--- config.mk ---
export PLATFORM = sky130hd
export DESIGN_NAME = flow_divider_rnd
export DESIGN_NICKNAME = d
export VERILOG_FILES = /design/src/rtl/flow_divider_rnd.sv
export SDC_FILE = /design/constraint.sdc
export NUM_CORES = 2
export LEC_CHECK = 0
export CAP_MARGIN = 20
export CORE_MARGIN = 2
export CORE_UTILIZATION = 55
export DETAILED_ROUTE_END_ITERATION = 16
export PLACE_DENSITY_LB_ADDON = 0.05
export SLEW_MARGIN = 30
export SYNTH_ARGS = -nofsm -noshare
export SYNTH_HDL_FRONTEND = slang
export SYNTH_SLANG_ARGS = --single-unit
--- constraint.sdc ---
create_clock -name clk -period 5.3 [get_ports clk]
set_input_delay 0.53 -clock clk [delete_from_list [all_inputs] [get_ports clk]]
set_output_delay 0.53 -clock clk [all_outputs]
set_load 0.01 [all_outputs]
--- src/rtl/flow_divider_rnd.sv ---
// flow_divider_rnd: pipelined N-lane signed/unsigned divider with rounding,
// divide-by-zero saturation and ready/valid backpressure.
// Ports:
//   clk, rst_n (sync, active-low), en (global clock enable)
//   in_valid/in_ready, in_data[N][DW] signed, in_denom[N][QW] unsigned,
//   in_eob/in_sob/in_sof sideband
//   out_valid/out_ready, out_data[N][DW], out_dz[N], out_eob/out_sob/out_sof
module flow_divider_rnd #(
    parameter int N   = 2,
    parameter int DW  = 16,
    parameter int QW  = 10,
    parameter int BPS = 2,
    parameter int RND = 1
) (
    input  logic                 clk,
    input  logic                 rst_n,
    input  logic                 en,
    input  logic                 in_valid,
    output logic                 in_ready,
    input  logic [N-1:0][DW-1:0] in_data,
    input  logic [N-1:0][QW-1:0] in_denom,
    input  logic                 in_eob,
    input  logic                 in_sob,
    input  logic                 in_sof,
    output logic                 out_valid,
    input  logic                 out_ready,
    output logic [N-1:0][DW-1:0] out_data,
    output logic [N-1:0]         out_dz,
    output logic                 out_eob,
    output logic                 out_sob,
    output logic                 out_sof
);

    localparam int S = DW / BPS;

    if (DW % BPS != 0) begin : g_bad_bps
        $error("flow_divider_rnd: DW must be a multiple of BPS");
    end

    // Stage 0 holds |num|; stages 1..S each resolve BPS quotient bits.
    // sr holds the unconsumed numerator bits with quotient bits shifted in.
    logic [S:0]                   v_q,   v_d;
    logic [S:0][2:0]              sb_q,  sb_d;
    logic [S:0][N-1:0]            neg_q, neg_d;
    logic [S:0][N-1:0][DW-1:0]    sr_q,  sr_d;
    logic [S:0][N-1:0][QW-1:0]    rem_q, rem_d;
    logic [S:0][N-1:0][QW-1:0]    den_q, den_d;

    logic                         ov_q;
    logic [N-1:0][DW-1:0]         od_q,  od_d;
    logic [N-1:0]                 odz_q, odz_d;
    logic [2:0]                   osb_q;

    logic                         stall;
    logic [QW-1:0]                r;
    logic [QW:0]                  t;
    logic [DW-1:0]                s;
    logic [DW-1:0]                mag;

    assign stall    = ~en | (ov_q & ~out_ready);
    assign in_ready = ~stall;

    always_comb begin
        v_d   = '0;
        sb_d  = '0;
        neg_d = '0;
        sr_d  = '0;
        rem_d = '0;
        den_d = '0;
        r     = '0;
        t     = '0;
        s     = '0;

        v_d[0]  = in_valid;
        sb_d[0] = in_valid ? {in_eob, in_sob, in_sof} : 3'b000;
        for (int i = 0; i < N; i++) begin
            neg_d[0][i] = in_data[i][DW-1];
            sr_d[0][i]  = in_data[i][DW-1] ? -in_data[i] : in_data[i];
            den_d[0][i] = in_denom[i];
        end

        for (int j = 1; j <= S; j++) begin
            v_d[j]   = v_q[j-1];
            sb_d[j]  = sb_q[j-1];
            neg_d[j] = neg_q[j-1];
            den_d[j] = den_q[j-1];
            for (int i = 0; i < N; i++) begin
                r = rem_q[j-1][i];
                s = sr_q[j-1][i];
                for (int b = 0; b < BPS; b++) begin
                    // Restoring step on a QW+1 bit partial remainder.
                    t = {r, s[DW-1]};
                    s = {s[DW-2:0], 1'b0};
                    if (t >= {1'b0, den_q[j-1][i]}) begin
                        t    = t - {1'b0, den_q[j-1][i]};
                        s[0] = 1'b1;
                    end
                    r = t[QW-1:0];
                end
                rem_d[j][i] = r;
                sr_d[j][i]  = s;
            end
        end
    end

    always_comb begin
        od_d  = '0;
        odz_d = '0;
        mag   = '0;
        for (int i = 0; i < N; i++) begin
            mag = sr_q[S][i];
            // Round on magnitude so the sign gives half-away-from-zero.
            if (RND != 0 &&
                {rem_q[S][i], 1'b0} >= {1'b0, den_q[S][i]}) begin
                mag = mag + DW'(1);
            end
            od_d[i] = neg_q[S][i] ? -mag : mag;
            if (den_q[S][i] == '0) begin
                odz_d[i] = v_q[S];
                od_d[i]  = neg_q[S][i] ? {1'b1, {(DW-1){1'b0}}}
                                       : {1'b0, {(DW-1){1'b1}}};
            end
        end
    end

    always_ff @(posedge clk) begin
        if (!rst_n) begin
            v_q   <= '0;
            sb_q  <= '0;
            neg_q <= '0;
            sr_q  <= '0;
            rem_q <= '0;
            den_q <= '0;
            ov_q  <= 1'b0;
            od_q  <= '0;
            odz_q <= '0;
            osb_q <= '0;
        end else if (!stall) begin
            v_q   <= v_d;
            sb_q  <= sb_d;
            neg_q <= neg_d;
            sr_q  <= sr_d;
            rem_q <= rem_d;
            den_q <= den_d;
            ov_q  <= v_q[S];
            od_q  <= od_d;
            odz_q <= odz_d;
            osb_q <= sb_q[S];
        end
    end

    assign out_valid = ov_q;
    assign out_data  = od_q;
    assign out_dz    = odz_q;
    assign out_eob   = osb_q[2];
    assign out_sob   = osb_q[1];
    assign out_sof   = osb_q[0];

endmodule

==> flow_summary.json <==
{
  "status": "finished clean",
  "port_buffers": 98,
  "drt_pass1_iterations": 6,
  "drc": 0,
  "drt_iter0_drc": 2780,
  "rows": 103,
  "synth_edf_count": 0,
  "dpl_worst_slack_ns": 0.163,
  "drv_slew": 0,
  "layout.nets": 6036,
  "cts_tree": "yes",
  "synth_cells": 5633,
  "netlist_area_mm2": 0.0437,
  "clk_pin_slew_ns": 0.06,
  "clock_path_buffers": 3,
  "die_w_um": 286,
  "syn2layout_area_growth_pct": 11.5,
  "ioPinCount": 99,
  "cts_buffers": 81,
  "worstPathMaxFanout": 13,
  "gp_congestion": 0.917,
  "endpoint_kind": "flip-flop",
  "syn-num-nets": 6051,
  "tightest_slew_ns": 0.929,
  "place_hpwl_um": 81600,
  "worst_ep_required_time_ns": 5.81,
  "synthSimpleGateAreaFrac": 0.197,
  "finalCriticalPeriod_ns": 5.10,
  "fmax_mhz": 196,
  "path_buf_inv": 2,
  "synth_flop_cell": "dfxtp_1",
  "wl_um": 115000,
  "hold_viol": 0,
  "clock-root-buffer": "clkbuf_16",
  "cellLeakagePower_uw": 0.0182,
  "synth_seq_area_share": 0.330,
  "htree_levels": 3,
  "setup_viol_count_final": 0,
  "start_util": 0.554,
  "antenna_found_initial": 2,
  "wl_per_cell_um": 17.0,
  "cp-start-kind": "flip-flop",
  "synth_warnings": 0,
  "die_area_mm2": 0.0818,
  "grt_overflow": 0,
  "cts_hold_buffers": 0,
  "die_h_um": 286,
  "synth_xor_xnor_area_share": 0.0532,
  "core_mm2": 0.0789,
  "synthMuxAreaShare": 0.0583,
  "relSlewSlack": 0.379,
  "synth-compound-area-share": 0.200,
  "maxCapViolCount": 0,
  "grtUsageTotal": 0.276,
  "fin_tns_setup_ns": 0,
  "num_vias": 38500,
  "synthArstFlopShare": 0,
  "setup_slack_ns": 0.200,
  "p_per_area_mw_per_mm2": 609,
  "clock-sinks": 720,
  "fin_crit_sh": 0.962,
  "finalClockSkew_ns": 0.0173,
  "grt_max_degree": 190,
  "hold_class": "input port to flip-flop",
  "crit_family": "compound AO/OA/AOI/OAI gates",
  "max-vdd-ir-drop_uv": 396,
  "worstPathArrival_ns": 5.61,
  "critPathSlowestCell": "mux2i_1",
  "synth_top_family_by_area": "compound AO/OA/AOI/OAI gates",
  "synth.distinct_cells": 101,
  "synthAdderAreaFrac": 0.108,
  "diodes": 0,
  "vias_per_cell": 5.71,
  "critical_path.cell_chain": "inv_1 -> ha_1 -> o21a_1 -> o21ai_1 -> a21oi_1 -> a221oi_1 -> a21oi_2 -> mux2_2 -> inv_1 -> ha_1 -> nor2b_1 -> o21ai_0 -> a21boi_0 -> o21ai_0 -> a211o_1 -> a211o_1 -> o211a_2 -> mux2i_1 -> a21oi_1",
  "rsz0062_at_grt": "false",
  "slowest_delay_ns": 0.54,
  "clk_latency_ns": 0.65,
  "ant_nets": 0,
  "crit_type": "flip-flop to flip-flop",
  "grt_pass1_vias": 35800,
  "avgSynthCellArea_um2": 7.76,
  "drive_above_1_share": 0.0806,
  "ys_seq_elements": 720,
  "grt_pass1_wl_um": 188000
}
==> routing by layer <==
| metal | routed length (um) | global-route usage | vias up | part of all wire |
|---|---|---|---|---|
| met3 | 4200 | 0.0251 | 129 | 0.037 |
| met5 | 0 | 0 | - | 0 |
| met1 | 59000 | 0.417 | 18200 | 0.51 |
| met2 | 49200 | 0.423 | 706 | 0.43 |
| met4 | 2300 | 0.0651 | 0 | 0.020 |
| li1 | - | - | 19400 | - |
==> cell usage after synthesis (14+ instances only) <==
library cell / n / area [um^2]
xnor2_1: 185 / 1620
o21a_1: 50 / 375
nor2b_1: 71 / 444
a21oi_1: 806 / 4030
nand2_1: 1177 / 4420
or3_1: 34 / 213
and3_1: 20 / 125
a31oi_1: 19 / 119
nand2b_1: 28 / 175
a311oi_1: 18 / 158
mux2_2: 128 / 1440
a211oi_1: 75 / 563
clkbuf_1: 260 / 976
a21o_1: 56 / 420
and2_1: 28 / 175
dfxtp_1: 720 / 14400
nand3_1: 88 / 440
mux2i_1: 102 / 1020
inv_1: 312 / 1170
xor2_1: 75 / 657
nor2_1: 249 / 935
ha_1: 328 / 4100
o21ai_1: 16 / 80.1
o211ai_1: 24 / 180
nand4_1: 75 / 469
o21ai_0: 263 / 1320
fa_1: 30 / 601
o21bai_1: 14 / 105
nor3_1: 101 / 505
or2_2: 19 / 119
buf_2: 14 / 70.1
==> worst paths after layout <==
kind | slack [ns] | to | depth (start not counted) | start
max | 0.20 | rem_q[62]$_SDFFE_PN0P_ | 19 | den_d[62]$_SDFFE_PN0P_
min | 0.43 | den_d[37]$_SDFFE_PN0P_ | 3 | in_denom[17]
max reg2reg | 0.20 | rem_q[62]$_SDFFE_PN0P_ | 19 | den_d[62]$_SDFFE_PN0P_
min reg2reg | 0.44 | s[6]$_SDFFE_PN0P_ | 2 | sr_d[244]$_SDFFE_PN0P_
==> worst min-delay path, delay by kind of cell <==
| family | cells | cell delay [ns] |
|---|---|---|
| buffers and inverters | 1 | 0.39 |
| AO/OA/AOI/OAI | 1 | 0.05 |
| AND/OR/NAND/NOR | 1 | 0.05 |
==> flip-flops by register name (all words and copies together), names as in the netlist <==
register and cells:
sr_d 210, den_d 160, rem_q 160, sr_q 64, out_data 32, sb_d 24, den_q 20, neg_d 16
s 14, v_q 9, osb_q 3, sb_q 3, neg_q 2, out_dz 2, out_valid 1
==> power breakdown <==
part / leakage, uW / switching [uW] / internal (uW)
registers: 0.00587 / 505 / 5970
logic: 0.0109 / 9290 / 7850
clock network: 0.00141 / 2450 / 3630
total: 0.0182 / 12200 / 17500
==> placed cells by master (no fill, tap or decap), types with 12 or more instances in the layout <==
cell                n
fa_1               30
inv_1             312
clkinv_2           14
o211ai_1           24
a21o_1             56
nand4_1            75
dfxtp_1           720
mux2i_1           101
a21oi_1           805
nor2b_1            71
and3_1             20
o21ai_1            17
o21bai_1           14
xor2_1             75
clkbuf_16          82
clkbuf_1           13
ha_1              328
and2_1             28
or3_1              34
nor2_1            249
nor3_1            100
nand3_1            88
mux2_2            128
o21ai_0           259
clkdlybuf4s50_1    97
o21a_1             50
xnor2_1           185
or2_2              19
a31oi_1            19
bufinv_16          12
a311oi_1           18
nand2b_1           28
nand2_1          1177
buf_4              85
a211oi_1           73
==> per-stage QoR <==
step	total power [uW]	instances	cell area, um^2	hold WS (ns)	util
3_3_place_gp	23100	6579	45700	0.436	0.579
6_report	29700	6735	48800	0.433	0.618
4_1_cts	29400	6729	48600	0.399	0.616
5_1_grt	31900	6735	48800	0.425	0.618
3_5_place_dp	23200	6579	45700	0.441	0.580
2_1_floorplan	19700	5633	43700	0.429	-
==> cell families after synthesis <==
| family | count (synthesis) |
|---|---|
| simple gates | 1960 |
| compound gates | 1489 |
| flops | 720 |
| buf+inv | 607 |
| fa+ha+maj | 358 |
| xor+xnor | 263 |
| mux | 236 |
==> layout make-up <==
type / instances / area, um^2
Fill cell: 7364 / 30100
Multi-Input combinational cell: 4306 / 27100
Sequential cell: 720 / 14400
Clock buffer: 106 / 2250
Timing Repair Buffer: 194 / 1860
Tap cell: 1050 / 1310
Inverter: 315 / 1200
Clock inverter: 44 / 653
==> timing repair <==
item,in CTS,in global routing
resized for setup,0,22
setup endpoints to repair,0,73
setup buffers,0,5
Note: power is estimated with default switching activity, not from simulation.
